## src/rtl/serial_port_pkg.sv

```systemverilog
// Shared types and address defaults for the byte-serial word port.
package serial_port_pkg;

  typedef enum logic [2:0] {
    S_IDLE,
    S_FETCH,
    S_LOAD_ANN,
    S_LOAD,
    S_STORE,
    S_DONE
  } port_state_e;

  localparam logic [7:0] STALL_ADDR_DEF = 8'hFF;
  localparam logic [7:0] LOAD_BASE_DEF  = 8'h01;
  localparam logic [7:0] STORE_BASE_DEF = 8'h10;

  function automatic int unsigned beats(input int unsigned word_w, input int unsigned bus_w);
    return word_w / bus_w;
  endfunction

endpackage

```

## src/rtl/serial_word_port_beat_shifter.sv

```systemverilog
// Beat counter plus word assembly (indexed capture) / disassembly (right shift) register.
module beat_shifter
  import serial_port_pkg::*;
#(
  parameter int unsigned WORD_W = 32,
  parameter int unsigned BUS_W  = 8,
  localparam int unsigned BEATS = beats(WORD_W, BUS_W),
  localparam int unsigned CNT_W = $clog2(BEATS + 1)
) (
  input  logic              clk,
  input  logic              rst,
  input  logic              load,
  input  logic [WORD_W-1:0] load_word,
  input  logic [BUS_W-1:0]  data_in,
  input  logic              shift_in,
  input  logic              shift_out,
  output logic [WORD_W-1:0] word,
  output logic [CNT_W-1:0]  beat,
  output logic              last_beat
);

  assign last_beat = (beat == CNT_W'(BEATS - 1));

  always_ff @(posedge clk or posedge rst) begin
    if (rst) begin
      word <= '0;
      beat <= '0;
    end else if (load) begin
      word <= load_word;
      beat <= '0;
    end else if (shift_in) begin
      // the counter may step one past the data beats (checksum beat); no slot is written then
      for (int unsigned i = 0; i < BEATS; i++) begin
        if (beat == CNT_W'(i)) word[i*BUS_W +: BUS_W] <= data_in;
      end
      beat <= beat + CNT_W'(1);
    end else if (shift_out) begin
      word <= word >> BUS_W;
      beat <= beat + CNT_W'(1);
    end
  end

endmodule

```

## src/rtl/serial_word_port.sv

```systemverilog
// Byte-serial word transfer engine: fetch/load assembly, store serialisation, stall announce.
// Optional checksum beat on every transfer when SERIAL_WORD_PORT_CKSUM_EN is defined.
module serial_word_port
  import serial_port_pkg::*;
#(
  parameter int unsigned WORD_W = 32,
  parameter int unsigned BUS_W  = 8,
  parameter int unsigned ADDR_W = 8,
  parameter logic [ADDR_W-1:0] STALL_ADDR = ADDR_W'(STALL_ADDR_DEF),
  parameter logic [ADDR_W-1:0] LOAD_BASE  = ADDR_W'(LOAD_BASE_DEF),
  parameter logic [ADDR_W-1:0] STORE_BASE = ADDR_W'(STORE_BASE_DEF)
) (
  input  logic              clk,
  input  logic              rst,
  input  logic [BUS_W-1:0]  data_in,
  output logic [BUS_W-1:0]  data_out,
  output logic [ADDR_W-1:0] address_out,
  input  logic              fetch_req,
  input  logic              load_req,
  input  logic              store_req,
  input  logic [WORD_W-1:0] store_data,
  output logic [WORD_W-1:0] word_out,
  output logic              word_valid,
  output logic              is_instr,
  output logic              busy,
  output logic              err
);

  localparam int unsigned BEATS = beats(WORD_W, BUS_W);
  localparam int unsigned CNT_W = $clog2(BEATS + 1);

  if (BEATS < 2 || (WORD_W % BUS_W) != 0) begin : g_bad_cfg
    $error("serial_word_port: WORD_W must be a multiple of BUS_W giving at least 2 beats");
  end

  port_state_e state, state_d;
  logic [ADDR_W-1:0] addr_d, base;
  logic [BUS_W-1:0]  dout_d;
  logic [WORD_W-1:0] wout_d, sh_word;
  logic [CNT_W-1:0]  sh_beat;
  logic wv_d, ii_d, err_d, sh_load, sh_in, sh_out, sh_last;

`ifdef SERIAL_WORD_PORT_CKSUM_EN
  logic [BUS_W-1:0] cks_q, cks_d;

  function automatic logic [BUS_W-1:0] fold(input logic [WORD_W-1:0] w);
    logic [BUS_W-1:0] x;
    x = '0;
    for (int unsigned i = 0; i < BEATS; i++) x ^= w[i*BUS_W +: BUS_W];
    return x;
  endfunction
`endif

  beat_shifter #(.WORD_W(WORD_W), .BUS_W(BUS_W)) u_shifter (
    .clk       (clk),
    .rst       (rst),
    .load      (sh_load),
    .load_word (store_data),
    .data_in   (data_in),
    .shift_in  (sh_in),
    .shift_out (sh_out),
    .word      (sh_word),
    .beat      (sh_beat),
    .last_beat (sh_last)
  );

  assign busy = (state != S_IDLE);
  assign base = (state == S_LOAD) ? LOAD_BASE : '0;

  // Outputs are registered from the next-state decision so they line up with the beat they describe.
  always_comb begin
    state_d = state;
    addr_d  = '0;
    dout_d  = '0;
    wout_d  = word_out;
    wv_d    = 1'b0;
    ii_d    = 1'b0;
    err_d   = 1'b0;
    sh_load = 1'b0;
    sh_in   = 1'b0;
    sh_out  = 1'b0;
`ifdef SERIAL_WORD_PORT_CKSUM_EN
    cks_d   = cks_q;
`endif
    case (state)
      S_IDLE: begin
        if (store_req) begin
          state_d = S_STORE;
          sh_load = 1'b1;
          addr_d  = STORE_BASE;
          dout_d  = store_data[BUS_W-1:0];
`ifdef SERIAL_WORD_PORT_CKSUM_EN
          cks_d   = fold(store_data);
`endif
        end else if (load_req) begin
          state_d = S_LOAD_ANN;
          sh_load = 1'b1;
          addr_d  = STALL_ADDR;
        end else if (fetch_req) begin
          state_d = S_FETCH;
          sh_load = 1'b1;
        end
      end
      S_LOAD_ANN: begin
        state_d = S_LOAD;
        addr_d  = LOAD_BASE;
      end
      S_FETCH, S_LOAD: begin
`ifdef SERIAL_WORD_PORT_CKSUM_EN
        if (sh_beat == CNT_W'(BEATS)) begin
          state_d = S_DONE;
          wv_d    = 1'b1;
          ii_d    = (state == S_FETCH);
          wout_d  = sh_word;
          err_d   = (data_in != fold(sh_word));
        end else begin
          sh_in  = 1'b1;
          addr_d = base + ADDR_W'(sh_beat) + ADDR_W'(1);
        end
`else
        sh_in = 1'b1;
        if (sh_last) begin
          state_d = S_DONE;
          wv_d    = 1'b1;
          ii_d    = (state == S_FETCH);
          // last beat is still on data_in; splice it in so word_out and word_valid move together
          wout_d  = sh_word;
          wout_d[WORD_W-BUS_W +: BUS_W] = data_in;
        end else begin
          addr_d = base + ADDR_W'(sh_beat) + ADDR_W'(1);
        end
`endif
      end
      S_STORE: begin
`ifdef SERIAL_WORD_PORT_CKSUM_EN
        if (sh_beat == CNT_W'(BEATS)) begin
          state_d = S_DONE;
          wv_d    = 1'b1;
        end else if (sh_last) begin
          sh_out = 1'b1;
          addr_d = STORE_BASE + ADDR_W'(BEATS);
          dout_d = cks_q;
        end else begin
          sh_out = 1'b1;
          addr_d = STORE_BASE + ADDR_W'(sh_beat) + ADDR_W'(1);
          dout_d = sh_word[BUS_W +: BUS_W];
        end
`else
        if (sh_last) begin
          state_d = S_DONE;
          wv_d    = 1'b1;
        end else begin
          sh_out = 1'b1;
          addr_d = STORE_BASE + ADDR_W'(sh_beat) + ADDR_W'(1);
          dout_d = sh_word[BUS_W +: BUS_W];
        end
`endif
      end
      S_DONE:  state_d = S_IDLE;
      default: state_d = S_IDLE;
    endcase
  end

  always_ff @(posedge clk or posedge rst) begin
    if (rst) begin
      state       <= S_IDLE;
      address_out <= '0;
      data_out    <= '0;
      word_out    <= '0;
      word_valid  <= 1'b0;
      is_instr    <= 1'b0;
      err         <= 1'b0;
    end else begin
      state       <= state_d;
      address_out <= addr_d;
      data_out    <= dout_d;
      word_out    <= wout_d;
      word_valid  <= wv_d;
      is_instr    <= ii_d;
      err         <= err_d;
    end
  end

`ifdef SERIAL_WORD_PORT_CKSUM_EN
  always_ff @(posedge clk or posedge rst) begin
    if (rst) cks_q <= '0;
    else     cks_q <= cks_d;
  end
`endif

  a_load_not_stall: assert property (@(posedge clk) disable iff (rst)
    (state == S_LOAD) |-> (address_out != STALL_ADDR));

endmodule

```

## config.mk

```make
export PLATFORM = sky130hd
export DESIGN_NAME = serial_word_port
export DESIGN_NICKNAME = d
export VERILOG_FILES = /design/src/rtl/serial_port_pkg.sv /design/src/rtl/serial_word_port_beat_shifter.sv /design/src/rtl/serial_word_port.sv
export SDC_FILE = /design/constraint.sdc
export NUM_CORES = 1
export LEC_CHECK = 0
export CORE_MARGIN = 8
export CORE_UTILIZATION = 57
export DETAILED_ROUTE_END_ITERATION = 7
export DONT_BUFFER_PORTS = 1
export PLACE_DENSITY_LB_ADDON = 0.25
export SYNTH_ARGS = -nofsm -noshare
export SYNTH_HDL_FRONTEND = slang
export SYNTH_SLANG_ARGS = --single-unit
```

## constraint.sdc

```tcl
create_clock -name clk -period 2.42 [get_ports clk]
set_clock_uncertainty 0.15 [all_clocks]
set_input_delay 0.242 -clock clk [delete_from_list [all_inputs] [get_ports clk]]
set_output_delay 0.242 -clock clk [all_outputs]
set_load 0.05 [all_outputs]
```

==> flow_metrics.tcl <==
set metrics [dict create \
    power.density_nw_per_um2 1687 \
    ys_ff_latch 86 \
    yosys_warnings 0 \
    place.port_buffers 0 \
    muxShareOfSynthArea_pct 6.984 \
    clk_pin_slew_ps 90 \
    path_common_cell "ha_1" \
    grt_max_degree 40 \
    htree_num_levels 3 \
    cp.required_ps 2550 \
    dp_hpwl_um 7331 \
    die_area_um2 9682 \
    seq_area_frac_synth_pct 55.61 \
    dominantRegCellSynth "dfrtp_1" \
    final-hold-violation-count 0 \
    yosys.area_share.xor_xnor_pct 0.2263 \
    synth-async-reset-ratio_pct 100.0 \
    drive_above_1_share_pct 12.02 \
    overflow 0 \
    cp-start-kind "flip-flop" \
    tightest_slew_ps 748.3 \
    vias_per_cell 6.208 \
    synth_area_leaders "dfrtp_1, mux2_1, a21oi_1" \
    crit_type "reg -> reg" \
    wl_um 10400 \
    rsz0062_at_grt "no" \
    clock-root-buffer "clkbuf_8" \
    seqPwrFrac_pct 51.6 \
    crit_fanout 16 \
    cts.sinks 86 \
    internal_power_mw 3.753 \
    cp.depth 6 \
    num_vias 2924 \
    fmax_ghz 0.4413 \
    grt_pass1_vias 2985 \
    path_cells "ha_1 -> ha_1 -> or4b_4 -> o211ai_2 -> nor2_1 -> a21oi_1" \
    clk_latency_ps 360 \
    clkPwrFrac_pct 12.4 \
    place_ws_ps 232.7 \
    slowest_delay_ps 570 \
    syn_nets 396 \
    synthAdderAreaFrac_pct 2.586 \
    post_cts.repair.setup_buffers 0 \
    status "finished, final reports clean" \
    fin_crit_ps 2266 \
    critPathArrivalTime_ps 2400 \
    grt_pass1_wl_um 16530 \
    setup_viol 0 \
    swShare_pct 51.46 \
    cts_tree "yes" \
    gp_congestion 0.8967 \
    drt-initial-drc-count 201 \
    die_h_um 98.40 \
    antenna_left 0 \
    grt_util_all_layers_pct 22.11 \
    power_frac_comb_pct 36.0 \
    synthCells 343 \
    irDropWorstVdd_v 0.0009576 \
    synthSimpleGateAreaFrac_pct 8.438 \
    fin_setup_tns_ps 0 \
    route.detailed.drc 0 \
    nNetsFinal 439 \
    antenna_found_initial 0 \
    core.rowCount 30 \
    synth_top_area_share_pct 55.61 \
    n_antenna_cell 0 \
    yosysMostFrequentCell "dfrtp_1" \
    area_growth_pct 18.43 \
    synthDistinctLibCells 42 \
    maxSlewViolCount 0 \
    cts_made_buffers 9 \
    syn_area_um2 3870 \
    leakagePower_nw 2.040 \
    rr_worst_depth 6 \
    power_switching_mw 3.980 \
    yosysTopAreaCell "dfrtp_1" \
    core_um2 6681 \
    synth_common_cells "dfrtp_1, a21oi_1, nor2_1, mux2_1, nand2_1" \
    slew_headroom_pct 50.01 \
    synth_compound_area_share_pct 20.53 \
    path_buf_inv 0 \
    slowest_stage "or4b_4" \
    ios 97 \
    cts_hold_buf 41 \
    maxCapViolations 0 \
    crit_family "simple AND/OR/NAND/NOR gates" \
    finalCritPeriodShare_pct 93.63 \
    initial_utilization_pct 57.92 \
    min_path_type "in -> reg" \
    hold_depth 2 \
    first_pass_iters 8 \
    cts_resized 0 \
    synth_top_family_by_area "compound AO/OA/AOI/OAI gates" \
    synth_area_per_cell_um2 11.28 \
    fin_ws_ps 154.2 \
    end_kind "flip-flop" \
    synth-edff-count 0 \
    total_power_mw 7.733 \
    max-clock-path-buffers 2 \
    routedWlPerCell_um 22.07 \
    die_x_um 98.40 \
]
[through the flow]
step	std cells	utilization, %	hold WS (ps)	area [um2]
2_1_floorplan	343	-	224.7	3874
3_3_place_gp	414	59.59	108.5	3981
3_5_place_dp	414	59.59	119.6	3981
4_1_cts	471	68.60	7.259	4583
5_1_grt	471	68.60	21.04	4583
6_report	471	68.60	21.74	4583
[cells in the final DEF (no fill, tap or decap), types with 2 or more instances in the layout]
| cell | Yosys | routed |
|---|---|---|
| dfrtp_1 | 86 | 86 |
| a21oi_1 | 49 | 49 |
| dlygate4sd3_1 | 0 | 41 |
| nor2_1 | 30 | 30 |
| mux2_1 | 22 | 22 |
| nand2_1 | 18 | 18 |
| a2bb2oi_1 | 16 | 16 |
| inv_1 | 15 | 14 |
| a221oi_1 | 14 | 14 |
| o21ai_0 | 13 | 13 |
| buf_4 | 5 | 13 |
| clkbuf_8 | 0 | 10 |
| a22o_1 | 8 | 8 |
| ha_1 | 8 | 8 |
| nor2b_1 | 3 | 3 |
| buf_12 | 0 | 3 |
| or3_1 | 2 | 2 |
| nor3_2 | 2 | 2 |
| inv_2 | 2 | 2 |
| a221o_1 | 2 | 2 |
| nand4bb_1 | 2 | 2 |
| o211ai_2 | 2 | 2 |
| a22oi_1 | 2 | 2 |
| clkinvlp_4 | 0 | 2 |
| o21ai_1 | 2 | 2 |
| mux2_2 | 2 | 2 |
| a222oi_1 | 2 | 2 |
| clkinv_4 | 0 | 2 |
| inv_6 | 0 | 2 |
[worst register-to-register path: stages, from the launching register on]
cell	delay, ps
dfrtp_1	430
ha_1	230
ha_1	230
or4b_4	570
o211ai_2	290
nor2_1	130
a21oi_1	150
[final timing paths]
check	from	end	slack, ps
setup / recovery	u_shifter.beat[0]	u_shifter.word[17]	150
hold / removal	store_data[11]	u_shifter.word[11]	20
setup reg to reg	u_shifter.beat[0]	u_shifter.word[17]	150
hold reg to reg	u_shifter.word[1]	word_out[1]	360
max in group asynchronous	rst	u_shifter.word[15]	1100
min in group asynchronous	rst	word_out[7]	350
[registers in the layout (all words and copies together), names as in the netlist]
signal,cells
is_instr,1
word_valid,1
data_out,8
u_shifter.beat,3
word_out,32
state,3
u_shifter.word,32
address_out,6
[power by group through the flow]
stage	Sequential (mW)	Clock (mW)	Combinational, mW
2_1_floorplan	3.77	0	2.19
3_3_place_gp	4.00	0	2.55
3_5_place_dp	4.02	0	2.66
4_1_cts	3.99	0.995	2.74
5_1_grt	4.09	1.04	3.08
6_report	3.99	0.961	2.78
[cell type report]
class / instances / area, um2
clock buffers: 10 / 137.6
clock inverters: 6 / 53.80
fillers: 488 / 2098
inverters: 17 / 67.56
multi-input cells: 215 / 1504
flip-flops and latches: 86 / 2152
well taps: 80 / 100.1
repair buffers: 57 / 568.0
[per-layer routing]
| metal | track usage (%) | wire length (um) | share of wire (%) |
|---|---|---|---|
| met2 | 32.86 | 4771 | 46 |
| met5 | 0 | 0 | 0 |
| met3 | 8.037 | 964 | 9.3 |
| met1 | 29.09 | 4518 | 43 |
| met4 | 7.438 | 143 | 1.4 |
[cell families (layout without fill, tap and decap cells)]
kind of cell               after synthesis  after routing
AOI/OAI and AO/OA                      117            117
xor gates and xnor gates                 1              1
adders and majority gates                8              8
buffers and inverters                   42             90
DFF                                     86             86
muxes                                   24             24
other                                    1              1
and+or+nand+nor                         64             64
Note: power is estimated with default switching activity, not from simulation.
